--- src/rtl/teachee_led_pkg.sv ---
// Shared types for the TEACHEE status LED controller: blink patterns and display states.
package teachee_led_pkg;

  typedef enum logic [1:0] {
    PAT_OFF   = 2'd0,
    PAT_SOLID = 2'd1,
    PAT_SLOW  = 2'd2,
    PAT_FAST  = 2'd3
  } pattern_t;

  typedef enum logic {
    ST_IDLE = 1'b0,
    ST_SHOW = 1'b1
  } state_t;

endpackage

--- src/rtl/btn_debounce.sv ---
// Push-button conditioner: 2-FF synchronizer, stability counter and a registered
// one-cycle pulse on the debounced rising edge.
module btn_debounce #(
  parameter int DEBOUNCE_CYCLES = 120_000
) (
  input  logic sysclk,
  input  logic reset_n,
  input  logic btn,
  output logic level,
  output logic rise_pulse
);

  localparam int CW = $clog2(DEBOUNCE_CYCLES + 1);

  logic [1:0]    sync_q;
  logic [CW-1:0] cnt_q, cnt_d;
  logic          level_q, level_d;
  logic          levelPrev_q;
  logic          rise_q, rise_d;

  // The counter only runs while the synchronized input disagrees with the accepted level.
  always_comb begin
    cnt_d   = '0;
    level_d = level_q;
    rise_d  = level_q & ~levelPrev_q;
    if (sync_q[1] != level_q) begin
      if (cnt_q == CW'(DEBOUNCE_CYCLES - 1)) begin
        level_d = sync_q[1];
      end else begin
        cnt_d = cnt_q + CW'(1);
      end
    end
  end

  always_ff @(posedge sysclk) begin
    if (!reset_n) begin
      sync_q      <= '0;
      cnt_q       <= '0;
      level_q     <= 1'b0;
      levelPrev_q <= 1'b0;
      rise_q      <= 1'b0;
    end else begin
      sync_q      <= {sync_q[0], btn};
      cnt_q       <= cnt_d;
      level_q     <= level_d;
      levelPrev_q <= level_q;
      rise_q      <= rise_d;
    end
  end

  assign level      = level_q;
  assign rise_pulse = rise_q;

endmodule

--- src/rtl/led_status_controller.sv ---
// Drives the two TEACHEE status LEDs from sticky, prioritized requester events;
// a debounced button acknowledges the event currently on display.
module led_status_controller
  import teachee_led_pkg::*;
#(
  parameter int CLK_HZ          = 12_000_000,
  parameter int NUM_REQ         = 4,
  parameter int SLOW_HZ         = 1,
  parameter int FAST_HZ         = 5,
  parameter int DEBOUNCE_CYCLES = 120_000
) (
  input  logic                       sysclk,
  input  logic                       reset_n,
  input  logic [NUM_REQ-1:0]         req_set,
  input  logic [2*NUM_REQ-1:0]       req_pattern,
  input  logic                       btn,
  output logic                       TEACHEE_LED0,
  output logic                       TEACHEE_LED1,
  output logic [NUM_REQ-1:0]         pending,
  output logic                       grant_valid,
  output logic [$clog2(NUM_REQ)-1:0] grant_id,
  output logic                       btn_press
);

  localparam int HALF_SLOW = CLK_HZ / (2 * SLOW_HZ);
  localparam int HALF_FAST = CLK_HZ / (2 * FAST_HZ);
  localparam int CW        = $clog2(HALF_SLOW);
  localparam int GW        = $clog2(NUM_REQ);

  state_t             state_q, state_d;
  logic [NUM_REQ-1:0] pending_q, pending_d, clrMask;
  pattern_t           pat_q [NUM_REQ];
  pattern_t           pat_d [NUM_REQ];
  logic [GW-1:0]      grant_q, grant_d;
  logic [CW-1:0]      cnt_q, cnt_d, halfM1;
  logic               phase_q, phase_d;
  logic               led0_q, led0_d, led1_q, led1_d;
  logic               blink, restart;
  pattern_t           curPat;
  logic               btnRise;
  logic               unused_btn_level;

  btn_debounce #(
    .DEBOUNCE_CYCLES(DEBOUNCE_CYCLES)
  ) u_btn_debounce (
    .sysclk    (sysclk),
    .reset_n   (reset_n),
    .btn       (btn),
    .level     (unused_btn_level),
    .rise_pulse(btnRise)
  );

  // A set in the same cycle as an acknowledge of that index wins.
  always_comb begin
    clrMask = '0;
    if (btnRise && state_q == ST_SHOW) clrMask[grant_q] = 1'b1;
    pending_d = (pending_q & ~clrMask) | req_set;
    pat_d = pat_q;
    for (int i = 0; i < NUM_REQ; i++) begin
      if (req_set[i]) pat_d[i] = pattern_t'(req_pattern[2*i +: 2]);
    end
  end

  always_comb begin
    grant_d = '0;
    for (int i = NUM_REQ - 1; i >= 0; i--) begin
      if (pending_q[i]) grant_d = GW'(i);
    end
    state_d = (|pending_q) ? ST_SHOW : ST_IDLE;
  end

  // Any change of state or winner restarts the blink; a count already past a
  // shorter half-period wraps at once instead of running on.
  always_comb begin
    curPat  = pat_q[grant_d];
    blink   = (state_d == ST_IDLE) || (curPat == PAT_SLOW) || (curPat == PAT_FAST);
    halfM1  = (state_d == ST_SHOW && curPat == PAT_FAST) ? CW'(HALF_FAST - 1) : CW'(HALF_SLOW - 1);
    restart = (state_d != state_q) || (state_d == ST_SHOW && grant_d != grant_q);
    cnt_d   = '0;
    phase_d = (state_d == ST_SHOW);
    if (!restart && blink) begin
      if (cnt_q >= halfM1) begin
        phase_d = ~phase_q;
      end else begin
        cnt_d   = cnt_q + CW'(1);
        phase_d = phase_q;
      end
    end
    if (state_d == ST_IDLE) begin
      led0_d = phase_d;
      led1_d = ~phase_d;
    end else begin
      case (curPat)
        PAT_OFF:   led0_d = 1'b0;
        PAT_SOLID: led0_d = 1'b1;
        default:   led0_d = phase_d;
      endcase
      led1_d = |(pending_q & (pending_q - NUM_REQ'(1)));
    end
  end

  always_ff @(posedge sysclk) begin
    if (!reset_n) begin
      state_q   <= ST_IDLE;
      pending_q <= '0;
      pat_q     <= '{default: PAT_OFF};
      grant_q   <= '0;
      cnt_q     <= '0;
      phase_q   <= 1'b0;
      led0_q    <= 1'b0;
      led1_q    <= 1'b0;
    end else begin
      state_q   <= state_d;
      pending_q <= pending_d;
      pat_q     <= pat_d;
      grant_q   <= grant_d;
      cnt_q     <= cnt_d;
      phase_q   <= phase_d;
      led0_q    <= led0_d;
      led1_q    <= led1_d;
    end
  end

  assign TEACHEE_LED0 = led0_q;
  assign TEACHEE_LED1 = led1_q;
  assign pending      = pending_q;
  assign grant_valid  = (state_q == ST_SHOW);
  assign grant_id     = grant_q;
  assign btn_press    = btnRise;

endmodule

--- config.mk ---
export PLATFORM = sky130hd
export DESIGN_NAME = led_status_controller
export DESIGN_NICKNAME = d
export VERILOG_FILES = /design/src/rtl/teachee_led_pkg.sv /design/src/rtl/btn_debounce.sv /design/src/rtl/led_status_controller.sv
export SDC_FILE = /design/constraint.sdc
export NUM_CORES = 1
export LEC_CHECK = 0
export ABC_AREA = 1
export BUFFER_PORTS_ARGS = -buffer_cell sky130_fd_sc_hd__buf_2
export CAP_MARGIN = 20
export CORE_ASPECT_RATIO = 1.2
export CORE_UTILIZATION = 40
export DETAILED_ROUTE_END_ITERATION = 6
export GPL_TIMING_DRIVEN = 0
export HOLD_SLACK_MARGIN = 0.02
export MAX_ROUTING_LAYER = met4
export PLACE_DENSITY = 0.67
export SLEW_MARGIN = 5
export SYNTH_ARGS = -nofsm -noshare
export SYNTH_HDL_FRONTEND = slang
export SYNTH_SLANG_ARGS = --single-unit
--- constraint.sdc ---
create_clock -name sysclk -period 3.65 [get_ports sysclk]
set_input_delay 0.73 -clock sysclk [delete_from_list [all_inputs] [get_ports sysclk]]
set_output_delay 0.73 -clock sysclk [all_outputs]
set_load 0.05 [all_outputs]
==> metrics.cfg <==
[pwr]
p_total_uw=1460
switching_share=0.249
p_per_area_nw_per_um2=422
peakVddDrop_mv=0.290
p_int_uw=1090
seqPwrFrac=0.493
clkPwrFrac=0.408
power_leakage_uw=0.00144
p_comb_frac=0.099
switchingPower_uw=364

[timing]
hold_viol_final=0
layout_min_cycle_time_ns=2.76
rsz0062_at_grt=no
layout_setup_ws_ns=0.887
tns_ns=0
fmax_ghz=0.362
finClkSkew_ns=0.00612
finalSetupViolCount=0
worst_slew_pin_slew_ns=0.449
min_period_over_period=0.757
max_slew_margin=0.701
slew_viol_final=0

[synth]
synth_enable_flop_cells=0
ys_top_cells_by_area=dfxtp_1 42%, nand2_1 9.4%, inv_1 7.3%, nor2_1 6.6%, a21oi_1 5.5%
async_reset_ff_frac=0
ys_ff_latch=63
yosysMostFrequentCell=nand2_1
yosysWarnings=0
synth-compound-area-share=0.110
ys_seq_area_frac=0.417
syn-cell-area_um2=3030
synth.distinct_cells=37
synth_top_area_cell=dfxtp_1
syn_avg_cell_area_um2=7.36
syn_nets=430
netlist.area_leader.share=0.417
synth_simple_gate_area_frac=0.332
synth_top_family_by_area=simple AND/OR/NAND/NOR gates
synthXorXnorAreaFrac=0.0318
synth_top_flop_cell=dfxtp_1
synth_fa_ha_area_frac=0.0165
synth_common_cells=76 x nand2_1, 63 x dfxtp_1, 59 x inv_1
synthMuxAreaShare=0
syn_inst=411

[floorplanning]
die_width_um=81.4
die_area_um2=7920
die_h_um=97.3
rows=34
io_pins=25
initial_core_util=0.416
design.core.area_um2=7270

[drt]
dr.pass1.iters=5
wl_per_cell_um=10.2
drt_iter0_drc=70
post-route-drc-count=0
postRouteAntennaNets=0
wl_mm=5.49
routed_via_density=4.67
num_vias=2524

[clocking]
hold_buffers=0
clock_latency_ns=0.34
htree_levels=3
cts_resized=0
numCtsBuffers=9
root_buffer=clkbuf_8
cts_tree=done
post-cts-setup-buffers=0
cts.sinks=63
cts_buffer_depth=2
clkTransAtPathRegs_ns=0.06

[place]
place.gp.congestion=0.841
place_ws_ns=0.864
portBuffers=24
dp.cells=525
dpl.hpwl_mm=4.22

[setup_path]
slowest_delay_ns=0.41
critPathLaunchType=flop
crit_type=flop to flop
cp.required_ns=3.92
rr_worst_depth=20
cp_max_fo=10
cp-end-kind=flop
arrival_ns=3.03
cpMaxStageDelayCell=dfxtp_1
crit_path_cell_trace=nand2_1 -> nand2_4 -> nand2_4 -> nand2_1 -> nand3_1 -> nand2_1 -> nand3_4 -> inv_1 -> ha_1 -> and3_1 -> nand2_1 -> nand2_1 -> nand2_1 -> nand2_1 -> nor2_2 -> nand3_1 -> nor2_2 -> nand2_2 -> buf_6 -> nor3b_2
crit_top_cell=nand2_1

[hold_path]
holdPathStages=1
hp-class=flop to flop

[run_status]
status=finished clean

[grt]
first_global_vias=2308
track_usage=0.159
overflow=0
grt_pass1_wl_mm=9.47
grt_max_degree=11
antenna_found_initial=0

[finish]
area_growth_pct=14.2
drive_above_1_share=0.171
fin_util=0.475
instances_no_fill=540
n_antenna_cell=0
num-nets-final=465

[run]
drv_cap=0

-- state kept, by name, indices dropped and copies added (netlist names) --
register	cells
TEACHEE_LED0	1
TEACHEE_LED1	1
cnt_q	23
grant_id	2
grant_valid	1
pat_q	8
pending	4
phase_q	1
u_btn_debounce.cnt_q	17
u_btn_debounce.level	1
u_btn_debounce.levelPrev_q	1
u_btn_debounce.rise_pulse	1
u_btn_debounce.sync_q	2
-- power groups by stage --
stage / clock (µW) / sequential [µW] / combinational, µW
2_1_floorplan: 0 / 761 / 81.6
3_5_place_dp: 0 / 734 / 145
5_1_grt: 634 / 720 / 161
3_3_place_gp: 0 / 734 / 143
6_report: 595 / 718 / 145
4_1_cts: 613 / 718 / 146
-- stage by stage --
| stage | hold slack [ns] | area (µm²) |
|---|---|---|
| floorplan | 0.368 | 3030 |
| global placement | 0.371 | 3260 |
| detailed placement | 0.371 | 3260 |
| CTS | 0.385 | 3460 |
| global route | 0.418 | 3460 |
| finish | 0.383 | 3460 |
-- cell families (layout without fill, tap and decap cells) --
| logic type | Yosys count | in the layout |
|---|---|---|
| DFF | 63 | 63 |
| and+or+nand+nor | 201 | 201 |
| adders and majority gates | 4 | 4 |
| AOI/OAI and AO/OA | 60 | 60 |
| buffers and inverters | 72 | 111 |
| xor gates and xnor gates | 11 | 11 |
-- final timing paths --
path,start,to,slack (ns)
worst min-delay path,u_btn_debounce.levelPrev_q,u_btn_debounce.rise_pulse,0.38
worst max-delay path,pending[3],cnt_q[4],0.89
worst max register to register,pending[3],cnt_q[4],0.89
worst min register to register,u_btn_debounce.levelPrev_q,u_btn_debounce.rise_pulse,0.38
-- routing by layer --
layer | track usage | routed length [µm] | vias up
li1 | - | - | 1385
met1 | 0.173 | 2520 | 1097
met2 | 0.262 | 2670 | 29
met3 | 0.0282 | 177 | 13
met4 | 0.102 | 117 | 0
met5 | - | 0 | -
-- cell type report --
| cell class | count | area [µm²] |
|---|---|---|
| Clock buffer | 11 | 151 |
| Inverter | 68 | 255 |
| Timing Repair Buffer | 24 | 120 |
| Buffer | 4 | 26.3 |
| Tap cell | 90 | 113 |
| Sequential cell | 63 | 1260 |
| Fill cell | 706 | 3820 |
| Clock inverter | 4 | 45.0 |
| Multi-Input combinational cell | 276 | 1480 |
-- worst max-delay path: cells and delay by family, from the launching register on --
kind / cells / cell delay (ns)
flops: 1 / 0.41
fa+ha+maj: 1 / 0.21
buf+inv: 2 / 0.29
simple gates: 17 / 1.76
-- layout by cell type, fill, tap and decap left out, types with 7 or more instances in the layout --
cell / count
nand2_1: 76
dfxtp_1: 63
inv_1: 59
nor2_1: 53
a21oi_1: 33
buf_2: 24
nand3_1: 23
o21ai_0: 17
clkbuf_8: 11
xor2_1: 9
inv_2: 8
nor2_2: 8
nand4_1: 7
nor3_1: 7
(Power assumes the default switching activity.)
